$ cat config.mk
export PLATFORM = sky130hd
export DESIGN_NAME = seq_suffix_detector
export DESIGN_NICKNAME = d
export VERILOG_FILES = /design/src/rtl/seq_suffix_detector.sv
export SDC_FILE = /design/constraint.sdc
export NUM_CORES = 1
export LEC_CHECK = 0
export BUFFER_PORTS_ARGS = -buffer_cell sky130_fd_sc_hd__buf_4
export CAP_MARGIN = 15
export CORE_AREA = 2 2 39 41
export DETAILED_ROUTE_END_ITERATION = 12
export DIE_AREA = 0 0 41 43
export GPL_TIMING_DRIVEN = 0
export PLACE_DENSITY_LB_ADDON = 0.1
export SYNTH_ARGS = -nofsm -noshare
export SYNTH_HDL_FRONTEND = slang
export SYNTH_SLANG_ARGS = --single-unit
$ cat constraint.sdc
create_clock -name clk -period 3.3 [get_ports clk]
set_input_delay 0.165 -clock clk [delete_from_list [all_inputs] [get_ports clk]]
set_output_delay 0.165 -clock clk [all_outputs]
set_load 0.01 [all_outputs]
$ cat src/rtl/seq_suffix_detector.sv
// Serial pattern-detector DFA: accept is high while the last PAT_W valid bits equal the pattern.
// Latency: accept/match_cnt update one cycle after the completing bit is sampled (Moore output).
// No backpressure: a bit is consumed on every cycle with in_valid=1. Optional: SEQ_DET_PAT_LOAD_EN.
module seq_suffix_detector #(
  parameter int               PAT_W       = 3,
  parameter logic [PAT_W-1:0] PATTERN     = 3'b100,
  parameter int               MATCH_CNT_W = 8
) (
  input  logic                   clk,
  input  logic                   rst,
  input  logic                   in,
  input  logic                   in_valid,
  input  logic                   overlap,
  output logic                   accept,
  output logic [MATCH_CNT_W-1:0] match_cnt
`ifdef SEQ_DET_PAT_LOAD_EN
  ,
  input  logic                   pat_load,
  input  logic [PAT_W-1:0]       pat_in
`endif
);

  localparam int                     SW      = $clog2(PAT_W + 1);
  localparam logic [SW-1:0]          FULL    = SW'(PAT_W);
  localparam logic [MATCH_CNT_W-1:0] CNT_MAX = '1;

  logic [SW-1:0]          r_state;
  logic [SW-1:0]          w_state_nxt;
  logic [MATCH_CNT_W-1:0] r_match_cnt;
  logic [PAT_W-1:0]       w_pat;
  logic [PAT_W-1:0]       w_win;     // newest PAT_W bits, LSB = bit arriving now
  logic                   w_step;    // a data bit is consumed this cycle
  logic                   w_clear;   // pattern reload forces state back to 0
  logic                   w_hit;     // this cycle enters the full-match state
  int                     w_lim;     // longest prefix length allowed this step

`ifdef SEQ_DET_PAT_LOAD_EN
  logic [PAT_W-1:0] r_pat;

  // Runtime pattern register; reload wins over the data bit in the same cycle.
  always_ff @(posedge clk) begin
    if (rst) begin
      r_pat <= PATTERN;
    end else if (pat_load) begin
      r_pat <= pat_in;
    end
  end

  assign w_pat   = r_pat;
  assign w_step  = in_valid & ~pat_load;
  assign w_clear = pat_load;
`else
  assign w_pat   = PATTERN;
  assign w_step  = in_valid;
  assign w_clear = 1'b0;
`endif

  // Bit history: only the last PAT_W-1 bits are ever needed, the current bit completes the window.
  // History is never cleared on restart; w_lim keeps stale bits out of the comparison.
  generate
    if (PAT_W == 1) begin : g_nohist
      assign w_win = in;
    end else begin : g_hist
      logic [PAT_W-2:0] r_hist;

      // Shift in each consumed bit.
      always_ff @(posedge clk) begin
        if (rst) begin
          r_hist <= '0;
        end else if (w_step) begin
          r_hist <= w_win[PAT_W-2:0];
        end
      end

      assign w_win = {r_hist, in};
    end
  endgenerate

  // Next state: longest pattern prefix ending at the new bit, bounded by how much history counts.
  always_comb begin
    w_state_nxt = r_state;
    w_hit       = 1'b0;
    w_lim       = 0;
    if (w_clear) begin
      w_state_nxt = '0;
    end else if (w_step) begin
      if (r_state == FULL) begin
        // Overlap keeps the matched bits as history; non-overlap restarts with only the new bit.
        w_lim = overlap ? PAT_W : 1;
      end else begin
        w_lim = int'(r_state) + 1;
      end
      w_state_nxt = '0;
      for (int k = 1; k <= PAT_W; k++) begin
        if ((k <= w_lim) &&
            (((w_win ^ (w_pat >> (PAT_W - k))) & ({PAT_W{1'b1}} >> (PAT_W - k))) == '0)) begin
          w_state_nxt = SW'(k);
        end
      end
      w_hit = (w_state_nxt == FULL);
    end
  end

  // State register.
  always_ff @(posedge clk) begin
    if (rst) begin
      r_state <= '0;
    end else begin
      r_state <= w_state_nxt;
    end
  end

  // Saturating count of entries into the full-match state, including re-entry.
  always_ff @(posedge clk) begin
    if (rst) begin
      r_match_cnt <= '0;
    end else if (w_hit && (r_match_cnt != CNT_MAX)) begin
      r_match_cnt <= r_match_cnt + 1'b1;
    end
  end

  assign accept    = (r_state == FULL);
  assign match_cnt = r_match_cnt;

endmodule

==> metrics.cfg, run 1 <==
[outcome]
status=finished clean

[synth]
synth_simple_gate_area_share_pct=30.84
synth-compound-area-share_pct=17.57
avgSynthCellArea_um2=8.693
seq_area_frac_synth_pct=35.89
synthCells=77
synth_top_family_by_area=simple AND/OR/NAND/NOR gates
synth_nets=85
synth.distinct_cells=27
synth-xor-area-share_pct=0
synth_seq_cells=12
yosysWarnings=0
synth_area_um2=669.4
synthAdderAreaFrac_pct=5.607
muxShareOfSynthArea_pct=4.486

[worst_setup_path]
endpoint_kind=flop
crit_fanout=10
crit_type=flop to flop
crit_arrival_ps=2130
crit_required_ps=3500
critPathLaunchType=flop

[global_routing]
global_route.usage.met2_pct=34.06
grt_pass1_vias=555
grtUsageTotal_pct=19.96
gr-usage-met1_pct=22.15
grt_overflow=0
grt_busiest_layer=met2
grt_pass1_wl_um=2366
grt_max_degree=11
antenna_found_initial=0
use_met3_pct=4.712

[power_and_ir_drop]
ir_worst_vdd_uv=219.0
power.density_nw_per_um2=346.8
p_leak_uw=0.0003430

[finish]
seq_area_um2=240.2
area_growth_pct=21.87
final_nets=102
layout_common_cells=13 x buf_4, 12 x dfxtp_1, 9 x a21oi_1, 6 x nor2_1, 5 x nand2b_1
mostFrequentLayoutCell=buf_4
antennaDiodeCount=0
num-fill-cells=146
drive_above_1_share_pct=20.43
multi_input_area_um2=391.6

[clock_tree]
insertion_delay_ps=270
clk_pin_slew_ps=80
cts_root_buf=clkbuf_4
htreeDepth=1
cts_resized=0
cts_hold_buf=0
cts_setup_buffers=0
cts_tree=yes
numCtsBuffers=3
clockBufferDepth=2
cts.sinks=12

[floorplanning]
rows=14
die_x_um=41
coreArea_um2=1384
io_pins=14
dieArea_um2=1763
die_height_um=43
initial_core_util_pct=48.37

[route]
route.detailed.drc=0
first_iter_violations=14
wirelength_um=1548
ant_nets=0
wl_per_cell_um=14.20
firstDrtPassIters=4
vias=650
via_per_inst=5.963

[timing]
finalCriticalPeriod_ps=1930
finalHoldViolCount=0
tightest_slew_ps=488.2
fin_hold_ws_ps=151.2
max_slew_margin_pct=67.45
fmax_mhz=518.2
post-route-period-util_pct=58.48
drv_slew=0
finalSetupViolCount=0
rsz0062_at_grt=no
setup-tns-final_ps=0
skew_ps=0.9700

[placed_design]
dp.final_hpwl_um=1078
routabilityCongestion=0.7381
port_buffers=12

[hold_path]
hold_class=input port to flop

[run]
maxCapViolCount=0

-- critical path, cell delays in order, from the launching register on --
cell	delay, ps
dfxtp_1	360
inv_1	50
ha_1	190
and4bb_1	300
nand4_2	150
buf_6	170
or4_1	490
a21oi_1	150
-- sequential cells by signal (all words and copies together) (netlist names) --
register and cells:
g_hist.r_hist 2, match_cnt 8, r_state 2
-- metal layers --
layer,share of wire (%),vias up
li1,-,318
met4,0.65,0
met5,0,-
met1,42,312
met3,4.6,2
met2,53,18
-- final timing paths --
path / startpoint / to / slack [ps] / cells past startpoint
max: r_state[1]$_SDFFE_PP0P_ / match_cnt[5]$_SDFFE_PP0P_ / 1370 / 7
min: rst / match_cnt[7]$_SDFFE_PP0P_ / 150 / 3
max reg2reg: r_state[1]$_SDFFE_PP0P_ / match_cnt[5]$_SDFFE_PP0P_ / 1370 / 7
min reg2reg: r_state[1]$_SDFFE_PP0P_ / r_state[1]$_SDFFE_PP0P_ / 510 / 2
-- final cells by class --
| type | count | share of cell area, % |
|---|---|---|
| Inverter | 3 | 1.380 |
| Clock buffer | 4 | 4.448 |
| Multi-Input combinational cell | 58 | 48.01 |
| Buffer | 4 | 3.221 |
| Tap cell | 16 | 2.454 |
| Sequential cell | 12 | 29.45 |
| Timing Repair Buffer | 12 | 11.04 |
-- through the flow --
stage                     instance area, um2  setup slack (ps)  util, %  cells  power, uW
after floorplan                        669.4              1509        -     77      163.0
final                                  815.8              1370    58.95    109      282.9
after CTS                              815.8              1357    58.95    109      286.2
after global routing                   815.8              1249    58.95    109      296.4
after detailed placement               779.5              1376    56.33    105      169.5
after global placement                 779.5              1412    56.33    105      169.2
-- cell usage after synthesis --
library cell  count  area share [%]
nor3_1            1            0.75
or4_1             4             4.5
nand4_1           2             1.9
buf_6             1             1.7
mux2i_1           3             4.5
nor2_1            6             3.4
a311oi_1          1             1.3
inv_1             3             1.7
clkbuf_1          2             1.1
a41o_1            1             1.5
and4bb_1          1             1.9
and4_1            1             1.3
nor2b_1           4             3.7
nand4_2           1             1.9
buf_4             1             1.1
and3_1            2             1.9
o211ai_1          1             1.1
a31oi_1           1            0.94
and2b_1           1             1.1
dfxtp_1          12              36
or3_1             1            0.94
nand3_1           4             3.0
a21oi_1           9             6.7
ha_1              3             5.6
nand2b_1          5             4.7
o21ai_0           2             1.5
o31ai_1           4             4.5
-- report_power, final --
| part | switching, uW | internal (uW) |
|---|---|---|
| combinational | 8.71 | 9.07 |
| sequential | 1.61 | 147 |
| clock | 49.9 | 67.0 |
-- kinds of logic (layout without fill, tap and decap cells) --
family	Yosys count	count (layout)
AOI/OAI and AO/OA	19	19
adders and majority gates	3	3
buffers and inverters	7	23
DFF	12	12
muxes	3	3
and+or+nand+nor	33	33
Note: power is estimated with default switching activity, not from simulation.
==> run 2, diff against run 1 <==
- CORE_AREA: 2 2 39 41 -> not set
- CORE_MARGIN: not set -> 2
- CORE_UTILIZATION: not set -> 51
- DIE_AREA: 0 0 41 43 -> not set
- clock period: 3.3 -> 2 ns (I/O delays scaled with it)
==> run 2 against run 1 <==
- first-iteration DRC count decreased by 21%
- setup slack got worse by 1200 ps
- via count decreased by 5.4%
- routed wire length decreased by 12%
- utilization increased by 5.3 points
- global-route usage increased by 0.46 points
- register-to-register slack got worse by 1200 ps
- sequential power increased by 65%
- total power increased by 66%
- non-clock buffer count unchanged
- clock-buffer cell count unchanged
- largest cell class unchanged
==> metrics.cfg, run 2 (synthesis results as in run 1) <==
[route]
firstDrtPassIters=4
first_iter_violations=11
vias=615
wl_per_cell_um=12.56
ant_nets=0
wirelength_um=1356
route.detailed.drc=0
via_per_inst=5.694

[worst_setup_path]
crit_type=flop to flop
worstPathBufferInverterCount=2
cp_top_family=simple AND/OR/NAND/NOR gates
cp.depth=7
rr_worst_depth=7
timing.rr.start=r_state[1]$_SDFFE_PP0P_
reg2reg_to=match_cnt[5]$_SDFFE_PP0P_
slowest_delay_ps=490
crit_required_ps=2220
worst_path_max_delay_cell=or4_1
crit_fanout=10
crit_arrival_ps=2070
path_cells=inv_1 -> ha_1 -> and4bb_1 -> nand4_2 -> buf_6 -> or4_1 -> a21oi_1
r2r_slack_ps=140
endpoint_kind=flop
critPathLaunchType=flop

[hold_path]
hold_class=input port to flop
hold_depth=3
hp-start=rst
whs_endpoint=match_cnt[7]$_SDFFE_PP0P_

[floorplanning]
io_pins=14
coreArea_um2=1269
rows=13
die_height_um=40.23
initial_core_util_pct=52.76
dieArea_um2=1618
die_x_um=40.23

[finish]
drive_above_1_share_pct=21.51
layout_common_cells=13 x buf_4, 11 x dfxtp_1, 9 x a21oi_1, 6 x nor2_1, 5 x nand2b_1
area_growth_pct=21.87
num-fill-cells=118
mostFrequentLayoutCell=buf_4
antennaDiodeCount=0
final_cells=108
largest_reg_flops=8
design_area_um2=815.8
final_nets=102
fin_util_pct=64.30

[run]
maxCapViolCount=0

[placed_design]
placed_area_um2=778.2
port_buffers=12
dp.final_hpwl_um=1018
dp.cells=104
routabilityCongestion=0.7927

[power_and_ir_drop]
p_leak_uw=0.0003312
clkPwrFrac_pct=41.7
pwr-share-seq_pct=52.1
comb_power_share_pct=6.2
ir_worst_vdd_uv=276.8
power.density_nw_per_um2=575.1
p_int_uw=367.7
sw_frac_of_total_pct=21.61
p_sw_uw=101.4

[timing]
post-route-period-util_pct=92.78
skew_ps=7.628
drv_slew=0
fmax_mhz=538.9
max_slew_margin_pct=70.22
fin_hold_ws_ps=77.19
rsz0062_at_grt=no
finalCriticalPeriod_ps=1856
finalSetupViolCount=0
finalHoldViolCount=0
tightest_slew_ps=446.7
setup-tns-final_ps=0

[outcome]
status=finished clean

[global_routing]
grt_max_degree=11
grt_overflow=0
antenna_found_initial=0
grt_pass1_wl_um=2139
grtUsageTotal_pct=20.42
grt_pass1_vias=516

[clock_tree]
clockBufferDepth=2
htreeDepth=1
cts_root_buf=clkbuf_4
insertion_delay_ps=280
cts.sinks=12
clk_pin_slew_ps=80
cts_hold_buf=0
cts_tree=yes
numCtsBuffers=3

[run 2: cell counts in the layout (fill, tap and decap cells not counted)]
No cell type changed its count.
[run 2: how the worst max path moves through the flow]
stage	startpoint	end
global placement	r_state[1]$_SDFFE_PP0P_	match_cnt[5]$_SDFFE_PP0P_
finish	r_state[1]$_SDFFE_PP0P_	match_cnt[5]$_SDFFE_PP0P_
detailed placement	r_state[1]$_SDFFE_PP0P_	match_cnt[5]$_SDFFE_PP0P_
floorplan	r_state[1]$_SDFFE_PP0P_	match_cnt[5]$_SDFFE_PP0P_
CTS	r_state[1]$_SDFFE_PP0P_	match_cnt[5]$_SDFFE_PP0P_
global route	r_state[1]$_SDFFE_PP0P_	match_cnt[5]$_SDFFE_PP0P_
[run 2: area by class of cell]
type / instances / area (um2) / share of cell area [%]
Inverter: 3 / 11.26 / 1.380
Sequential cell: 12 / 241.5 / 29.60
Tap cell: 15 / 18.77 / 2.301
Buffer: 4 / 26.28 / 3.221
Timing Repair Buffer: 12 / 90.09 / 11.04
Clock buffer: 4 / 36.28 / 4.448
Multi-Input combinational cell: 58 / 391.6 / 48.01
[run 2: routing by layer]
layer  track usage, %  part of all wire (%)  up-vias
met1            27.12                    50      278
li1                 -                     -      321
met5                0                     0        -
met2            29.44                    44       14
met3            10.00                   4.8        2
met4            5.000                  0.44        0
[run 2: worst min-delay path, cell delays in order]
cell,delay (ps)
buf_4,100
a41o_1,80
nor2_1,30
[run 2: stage by stage]
step	setup slack, ps	power [uW]
after floorplan	209.0	269.0
after detailed placement	78.57	278.9
after global placement	104.7	278.6
after CTS	49.75	473.8
final	144.4	469.1
after global routing	25.97	488.8
[run 2: timing repair]
| action | in CTS | in global routing |
|---|---|---|
| hold endpoints to repair | 0 | 0 |
| buffers inserted | 0 | 0 |
| endpoints found under the setup margin | 0 | 2 |
| resized for setup | 0 | 1 |
[run 2: power by group through the flow]
stage	clock, uW	sequential [uW]	combinational, uW
4_1_cts	200	244	29.0
3_3_place_gp	0	250	28.6
2_1_floorplan	0	250	19.5
5_1_grt	212	245	32.0
6_report	196	244	29.0
3_5_place_dp	0	250	28.8
==> run 3, diff against run 2 <==
- PLACE_DENSITY: not set -> 0.86
- PLACE_DENSITY_LB_ADDON: 0.1 -> not set
==> run 3 against run 2 <==
- final cell count did not move
- critical path type unchanged
- routed wire length fell by 4.5%
- global-route usage hardly changed
- final area unchanged
- via count grew 0.49%
- largest power group unchanged
- flip-flop and latch count is the same
- non-clock buffer count stayed put
- combinational power about the same
- sequential share of layout area unchanged
- critical path depth did not move
==> metrics.cfg, run 3 (synthesis results as in run 1) <==
[floorplanning]
initial_core_util_pct=52.76
die_height_um=40.23
coreArea_um2=1269
rows=13
dieArea_um2=1618
die_x_um=40.23
io_pins=14

[global_routing]
grt_pass1_wl_um=2145
grt_max_degree=11
grtUsageTotal_pct=20.44
grt_pass1_vias=519
grt_overflow=0
antenna_found_initial=0

[worst_setup_path]
crit_arrival_ps=2110
critPathLaunchType=flop
path_cells=inv_1 -> ha_1 -> and4bb_1 -> nand4_2 -> buf_6 -> or4_1 -> a21oi_1
worst_path_max_delay_cell=or4_1
worstPathBufferInverterCount=2
crit_type=flop to flop
crit_required_ps=2220
cp_top_family=simple AND/OR/NAND/NOR gates
crit_fanout=10
slowest_delay_ps=490
endpoint_kind=flop

[finish]
final_nets=102
largest_reg_flops=8
final_cells=108
area_growth_pct=21.87
layout_common_cells=13 x buf_4, 11 x dfxtp_1, 9 x a21oi_1, 6 x nor2_1, 5 x nand2b_1
fin_util_pct=64.30
mostFrequentLayoutCell=buf_4
drive_above_1_share_pct=21.51
antennaDiodeCount=0

[timing]
post-route-period-util_pct=94.59
fin_hold_ws_ps=73.02
rsz0062_at_grt=no
tightest_slew_ps=416.2
setup-tns-final_ps=0
drv_slew=0
finalSetupViolCount=0
finalCriticalPeriod_ps=1892
skew_ps=3.347
finalHoldViolCount=0
max_slew_margin_pct=72.26
fmax_mhz=528.6

[clock_tree]
clockBufferDepth=2
htreeDepth=1
clk_pin_slew_ps=70
cts.sinks=12
insertion_delay_ps=280
numCtsBuffers=3
cts_tree=yes
cts_hold_buf=0
cts_root_buf=clkbuf_4

[power_and_ir_drop]
sw_frac_of_total_pct=21.38
ir_worst_vdd_uv=576.5
p_int_uw=368.0
clkPwrFrac_pct=41.6
p_sw_uw=100.1
comb_power_share_pct=6.2
p_leak_uw=0.0003435
power.density_nw_per_um2=573.7
pwr-share-seq_pct=52.2

[placed_design]
dp.final_hpwl_um=989.3
port_buffers=12
routabilityCongestion=0.8424
dp.cells=104

[route]
wirelength_um=1295
first_iter_violations=24
firstDrtPassIters=4
vias=618
ant_nets=0
route.detailed.drc=0
via_per_inst=5.722
wl_per_cell_um=11.99

[hold_path]
hold_class=input port to flop

[outcome]
status=finished clean

[run]
maxCapViolCount=0

## run 3: cell counts in the layout (fill, tap and decap cells not counted)
Identical to the previous run, type by type.
## run 3: worst paths after layout
check	start	to	slack [ps]	depth (start not counted)
worst min register to register	r_state[1]$_SDFFE_PP0P_	r_state[1]$_SDFFE_PP0P_	490	2
worst min-delay path	rst	match_cnt[7]$_SDFFE_PP0P_	70	3
worst max-delay path	r_state[1]$_SDFFE_PP0P_	match_cnt[5]$_SDFFE_PP0P_	110	7
worst max register to register	r_state[1]$_SDFFE_PP0P_	match_cnt[5]$_SDFFE_PP0P_	110	7
## run 3: area by class of cell
cell class                      count  area [um2]
Buffer                              4       26.28
Clock buffer                        4       36.28
Fill cell                         109       452.9
Inverter                            3       11.26
Multi-Input combinational cell     58       391.6
Sequential cell                    12       241.5
Tap cell                           15       18.77
Timing Repair Buffer               12       90.09
## run 3: metal layers
| metal | vias up | GRT usage [%] | part of all wire (%) |
|---|---|---|---|
| li1 | 322 | - | - |
| met1 | 284 | 23.75 | 46 |
| met2 | 8 | 32.26 | 47 |
| met3 | 4 | 10.00 | 5.6 |
| met4 | 0 | 7.500 | 1.7 |
| met5 | - | 0 | 0 |
## run 3: worst register-to-register path, delay by kind of cell, from the launching register on
family                   cells  cell delay (ps)
buffers and inverters        2              200
adder cells (fa/ha/maj)      1              200
flip-flops                   1              350
AND/OR/NAND/NOR              3              930
AO/OA/AOI/OAI                1              150
## run 3: timing repair
action,CTS,global route
resized for setup,0,1
buffers inserted,0,0
setup endpoints to repair,0,2
## run 3: per-stage QoR
stage	total power, uW	worst slack (ps)	instance area (um2)
floorplan	269.0	209.0	669.4
global placement	278.3	118.2	778.2
detailed placement	279.4	70.80	778.2
CTS	473.4	50.82	814.5
global route	487.7	12.82	815.8
finish	468.0	108.2	815.8
## run 3: power by group through the flow
stage	Sequential [uW]	Clock (uW)	Combinational [uW]
final	244	195	29.0
after global routing	245	210	32.4
after CTS	244	200	29.4
after detailed placement	250	0	29.2
after global placement	250	0	28.4
after floorplan	250	0	19.5
